File: src/rtl/audio_serial_capture.sv
// Captures a right-justified serial audio stream (bclk/lrck/sdat) into the wclock domain,
// checks framing, and emits one {left, right} FIFO write per good frame once locked.
`timescale 1ns/100ps

module audio_serial_capture #(
    parameter int SAMPLE_BITS   = 16,
    parameter int BCLK_PER_HALF = 32,
    parameter int LOCK_FRAMES   = 2
) (
    input  logic                     wclock,
    input  logic                     reset_n,
    input  logic                     bclk,
    input  logic                     lrck,
    input  logic                     sdat,
    input  logic                     wrfull,
    output logic                     wrreq,
    output logic [2*SAMPLE_BITS-1:0] wrdata,
    output logic                     locked,
    output logic                     overflow,
    output logic [7:0]               drop_count
);

    localparam int              GW       = (LOCK_FRAMES < 1) ? 1 : $clog2(LOCK_FRAMES + 1);
    localparam logic [GW-1:0]   LOCK_N   = GW'(LOCK_FRAMES);
    localparam logic [5:0]      HALF_LEN = 6'(BCLK_PER_HALF);
    localparam logic [5:0]      CNT_MAX  = 6'd63;

    typedef enum logic [1:0] {
        SYNC,
        LEFT,
        RIGHT
    } state_t;

    // Bit order in each stage: {sdat, lrck, bclk}; one chain keeps the three aligned.
    logic [2:0] sync_s1;
    logic [2:0] sync_s2;
    logic [2:0] sync_h;

    logic bclk_rise;
    logic lrck_edge;
    logic lrck_rise;
    logic lrck_fall;
    logic sdat_bit;

    logic [SAMPLE_BITS-1:0]   shreg;
    logic [5:0]               bit_cnt;
    logic                     half_good;

    state_t                   state;
    logic [SAMPLE_BITS-1:0]   left_hold;
    logic                     left_valid;
    logic [GW-1:0]            good_cnt;
    logic [GW-1:0]            good_next;
    logic                     lock_now;
    logic                     bad_half;
    logic                     close_left;
    logic                     close_right;

    logic                     wr_pend;
    logic [2*SAMPLE_BITS-1:0] frame;
    logic [2*SAMPLE_BITS-1:0] last_data;

    // NOTE: sequential state uses non-blocking assignments only, so every flop
    // samples the pre-edge value of its neighbours and the chain shifts by one stage.
    always_ff @(posedge wclock or negedge reset_n) begin
        if (!reset_n) begin
            sync_s1 <= '0;
            sync_s2 <= '0;
            sync_h  <= '0;
        end else begin
            sync_s1 <= {sdat, lrck, bclk};
            sync_s2 <= sync_s1;
            sync_h  <= sync_s2;
        end
    end

    assign bclk_rise = sync_s2[0] & ~sync_h[0];
    assign lrck_edge = sync_s2[1] ^ sync_h[1];
    assign lrck_rise = lrck_edge & sync_s2[1];
    assign lrck_fall = lrck_edge & ~sync_s2[1];
    // Data sampled one wclock before the visible rise: mid low phase, well away from transitions.
    assign sdat_bit  = sync_h[2];

    always_ff @(posedge wclock or negedge reset_n) begin
        if (!reset_n) begin
            shreg   <= '0;
            bit_cnt <= '0;
        end else begin
            if (bclk_rise)
                shreg <= {shreg[SAMPLE_BITS-2:0], sdat_bit};
            if (lrck_edge)
                bit_cnt <= bclk_rise ? 6'd1 : 6'd0;
            else if (bclk_rise && bit_cnt != CNT_MAX)
                bit_cnt <= bit_cnt + 6'd1;
        end
    end

    // bit_cnt here is the pre-edge count, so a coincident bclk rise is charged to the new half.
    assign half_good = (bit_cnt == HALF_LEN);
    assign good_next = (good_cnt == LOCK_N) ? good_cnt : good_cnt + GW'(1);
    assign lock_now  = (good_next == LOCK_N);

    // NOTE: every output of a combinational block gets a default first so no latch is inferred.
    always_comb begin
        bad_half    = 1'b0;
        close_left  = 1'b0;
        close_right = 1'b0;
        case (state)
            LEFT: begin
                bad_half   = lrck_rise | (lrck_fall & ~half_good);
                close_left = lrck_fall & half_good;
            end
            RIGHT: begin
                bad_half    = lrck_fall | (lrck_rise & ~half_good);
                close_right = lrck_rise & half_good;
            end
            default: ;
        endcase
    end

    always_ff @(posedge wclock or negedge reset_n) begin
        if (!reset_n) begin
            state      <= SYNC;
            left_hold  <= '0;
            left_valid <= 1'b0;
            good_cnt   <= '0;
            locked     <= 1'b0;
            wr_pend    <= 1'b0;
            frame      <= '0;
        end else begin
            wr_pend <= 1'b0;
            if (bad_half) begin
                state      <= SYNC;
                locked     <= 1'b0;
                good_cnt   <= '0;
                left_valid <= 1'b0;
            end else begin
                case (state)
                    SYNC: begin
                        if (lrck_rise)
                            state <= LEFT;
                        else if (lrck_fall)
                            state <= RIGHT;
                    end
                    LEFT: begin
                        if (close_left) begin
                            state      <= RIGHT;
                            left_hold  <= shreg;
                            left_valid <= 1'b1;
                        end
                    end
                    RIGHT: begin
                        if (close_right) begin
                            state      <= LEFT;
                            left_valid <= 1'b0;
                            // A right half entered straight from SYNC has no left partner.
                            if (left_valid) begin
                                good_cnt <= good_next;
                                if (lock_now) begin
                                    locked  <= 1'b1;
                                    wr_pend <= 1'b1;
                                    frame   <= {left_hold, shreg};
                                end
                            end
                        end
                    end
                    default: state <= SYNC;
                endcase
            end
        end
    end

    always_ff @(posedge wclock or negedge reset_n) begin
        if (!reset_n) begin
            last_data  <= '0;
            overflow   <= 1'b0;
            drop_count <= '0;
        end else if (wr_pend) begin
            if (wrfull) begin
                overflow <= 1'b1;
                if (drop_count != 8'hFF)
                    drop_count <= drop_count + 8'd1;
            end else begin
                last_data <= frame;
            end
        end
    end

    // The FIFO full flag is honoured in the write cycle itself; wrdata shows the
    // pending frame only when it is actually written, otherwise the last written one.
    assign wrreq  = wr_pend & ~wrfull;
    assign wrdata = wrreq ? frame : last_data;

endmodule

File: config.mk
export PLATFORM = sky130hd
export DESIGN_NAME = audio_serial_capture
export DESIGN_NICKNAME = d
export VERILOG_FILES = /design/src/rtl/audio_serial_capture.sv
export SDC_FILE = /design/constraint.sdc
export NUM_CORES = 1
export LEC_CHECK = 0
export CAP_MARGIN = 15
export CORE_UTILIZATION = 35
export DETAILED_ROUTE_END_ITERATION = 8
export DONT_BUFFER_PORTS = 1
export GPL_TIMING_DRIVEN = 0
export PLACE_DENSITY_LB_ADDON = 0.12
export SYNTH_ARGS = -nofsm -noshare
export SYNTH_HDL_FRONTEND = slang
export SYNTH_SLANG_ARGS = --single-unit
File: constraint.sdc
create_clock -name wclock -period 1.71 [get_ports wclock]
set_input_delay 0.2565 -clock wclock [delete_from_list [all_inputs] [get_ports wclock]]
set_output_delay 0.2565 -clock wclock [all_outputs]
set_load 0.1 [all_outputs]
==> impl_results.md <==
- Leakage: around 0.0034 µW
- Largest area contributor in the netlist: dfrtp_1
- Fmax: approximately 0.5 GHz
- Hold buffers post-CTS: 4
- Synth area leaders: dfrtp_1 (61%), mux2_2 (12%), mux2_4 (11%)
- Global route total overflow: 0
- Slew margin rel.: 0.391
- Syn Inst Count: around 350
- WL final: between 10 and 15 mm
- Multiplexer area fraction after synthesis: 0.245
- Synth Area in Adders: 0.0215
- Hold crit path type: in2async
- Vias in the first global route: 3137
- Post-layout min period: 1.99 ns
- Failing checks: hold timing, setup timing
- Root buf cell: clkbuf_16
- Router iterations before antenna repair: 4
- Primary FF master, synth: dfrtp_1
- Post-Synth Simple-Gate Area: 0.0535
- Slew Viols, Final: 0
- Post-synth EDFFs: 0
- TNS Setup: -14.68 ns
- Reg power frac: 0.426
- Syn Std Cell Area: 5240 µm²
- Ant. Diodes: 0
- Critical Path Source Type: flop
- Setup Skew: approximately 0.0054 ns
- Hold_ws: -0.456 ns
- Drc violations: 0
- Largest net degree at the start of global routing: 128
- Asr flop ratio synth: 1.00
- Initial antenna violation count: 0
- HPWL after detailed placement: ~5.6 mm
- Synth Warn #: 0
- Count of endpoints failing setup in the final report: slightly above 80
- Clk pin slew, worst setup/hold paths: ~0.050 ns
- Die width: 124 µm
- Worst R2R Setup Slack: -0.19 ns
- Vias/cell: about 4.8
- Commonest cells after routing, fill and taps aside: dfrtp_1 (119), mux2_4 (72), mux2_2 (26)
- WP data required: about 1.5 ns
- Most common library cell in the layout ignoring fill and taps: dfrtp_1
- Netlist cell types: 40
- Fraction of layout cells with a size suffix above 1: 0.530
- Slew @ Worst Pin: a little over 0.9 ns
- Internal cell power: 6030 µW
- Clock power share: 0.418
- Core ar.: between 10000 and 15000 µm²
- Clk buf depth: 2
- P_sw: approximately 2000 µW
- Synth Area in XOR/XNOR: 0.0151
- Worst Path Max Fanout: 7
- Register area share after synthesis: 0.607
- CTS tree: yes
- Nets@finish: ~420
- GR Util All Layers: 0.141
- Top cell type's share of synthesized area: 0.607
- Vias: between 2k and 3k
- # rows: between 40 and 50
- Detail Route Antenna Nets: 0
- Total Power: between 8000 and 9000 µW
- Starting Density: 0.359
- Part of the cycle the worst path needs: 1.17
- Syn nets: 360
- Maxcap violations: 0
- Crit path capture type: output pin
- # H-tree levels: 4
- Placer Congestion: about 0.77
- Total die area: between 15000 and 20000 µm²
- RSZ-0062 raised after global routing: true
- Maximum vdd drop: roughly 0.7 mV
- Status: finished with violations
- Synthesis-stage register bit count: between 100 and 150
- Avg Inst Size Synth: approximately 15 µm²
- Ports: 49
- Critical path type: reg2out
- Worst path arrival time: 1.74 ns
- DIE HEIGHT: around 120 µm
- Number of port buffers: 0
- Clock latency on the worst-skew pair: about 0.41 ns
- PD cells: ~1200 nW/µm²
- Area Growth Syn to Fin: 32.7%
- Initial drt markers: 153
- Final Hold Vio Count: 127
- Largest family of logic cells by synthesized area: multiplexers
- Net Sw Frac: 0.248
- CTS Sinks: approximately 130
- Area fraction in compound gates after synthesis: 0.0337
- Global-route wire length before repair: approximately 17 mm
- Setup ws final: -0.283 ns
- Number of CTS-inserted buffers: 17
- Wire per inst: approximately 17 µm
- Filler cell count: approximately 1.2k
- Logic pwr share: 0.156
- Dpl ws: -0.334 ns
## Yosys cell counts, types with 2 or more instances
| master | count |
|---|---|
| a211oi_1 | 2 |
| a21oi_1 | 5 |
| a31oi_1 | 2 |
| and3_1 | 4 |
| buf_2 | 6 |
| buf_6 | 4 |
| clkbuf_1 | 2 |
| dfrtp_1 | 127 |
| ha_1 | 9 |
| inv_1 | 12 |
| mux2_2 | 58 |
| mux2_4 | 40 |
| mux2i_1 | 3 |
| nand2_1 | 15 |
| nand2b_1 | 3 |
| nand3_1 | 3 |
| nand4_4 | 2 |
| nor2_1 | 12 |
| nor2b_1 | 2 |
| nor3_1 | 2 |
| o21ai_0 | 6 |
| xnor2_1 | 7 |
| xor2_1 | 2 |
## through the flow
step	area, µm²	utilization	instances	hold slack (ns)
after global placement	5590	0.383	529	-0.0356
after CTS	6830	0.468	595	-0.482
after floorplan	5360	-	345	-0.0391
after global routing	6950	0.476	597	-0.484
final	6950	0.476	597	-0.456
after detailed placement	5590	0.383	529	-0.0372
## sequential cells by signal (all words and copies together), names as in the netlist
name,flops
good_cnt,2
locked,1
last_data,32
shreg,16
left_hold,16
sync_h,3
sync_s1,3
drop_count,8
left_valid,1
frame,32
state,2
sync_s2,3
wr_pend,1
overflow,1
bit_cnt,6
## what timing repair did
action                     4_1_cts  5_1_grt
cloned                           3        1
pin swaps                       16       15
gates resized for setup         80       33
buffers inserted                31       11
hold endpoints to repair       131      127
setup endpoints to repair      118       95
## final cells by class
type / count / area, µm² / area share
multi-input combinational: 194 / 2340 / 0.337
timing repair buffer: 42 / 473 / 0.0681
inverter: 12 / 45.0 / 0.00648
buffer: 7 / 110 / 0.0158
tap: 184 / 230 / 0.0331
clock inverter: 7 / 60.1 / 0.00864
clock buffer: 24 / 492 / 0.0708
sequential: 127 / 3200 / 0.461
## critical path, cell delays in order, from the launching register on
cell     delay [ns]
dfrtp_1        0.34
nor2b_4        0.16
buf_12         0.15
buf_16         0.19
mux2_4         0.46
## worst paths after layout
| check | end | start | cells after the start |
|---|---|---|---|
| min | last_data[27] | reset_n | 0 |
| min reg2reg | sync_s2[1] | sync_s1[1] | 0 |
| min in group wclock | drop_count[2] | wrfull | 3 |
| max in group asynchronous | drop_count[4] | reset_n | 0 |
| max reg2reg | left_valid | state[1] | 9 |
| max | wrdata[27] | wr_pend | 4 |
## power groups by stage
stage | clock network (µW) | registers, µW | logic, µW
2_1_floorplan | 0 | 3390 | 556
3_3_place_gp | 0 | 3470 | 625
3_5_place_dp | 0 | 3470 | 655
4_1_cts | 3460 | 3410 | 1110
5_1_grt | 3600 | 3450 | 1360
6_report | 3350 | 3410 | 1250
## layer usage
metal | wire length (µm) | up-vias | share of wire | track usage
met5 | 0 | - | 0 | 0
met4 | 149 | 0 | 0.015 | 0.0588
met3 | 449 | 14 | 0.044 | 0.0490
met2 | 4640 | 53 | 0.46 | 0.206
met1 | 4860 | 1453 | 0.48 | 0.190
li1 | - | 1322 | - | -
## logic make-up (layout without fill, tap and decap cells)
kind of cell,after synthesis,in the layout
flops,127,127
mux,101,101
simple gates,49,49
compound gates,26,26
buf+inv,24,92
fa+ha+maj,9,9
xor+xnor,9,9
(Power assumes the default switching activity.)
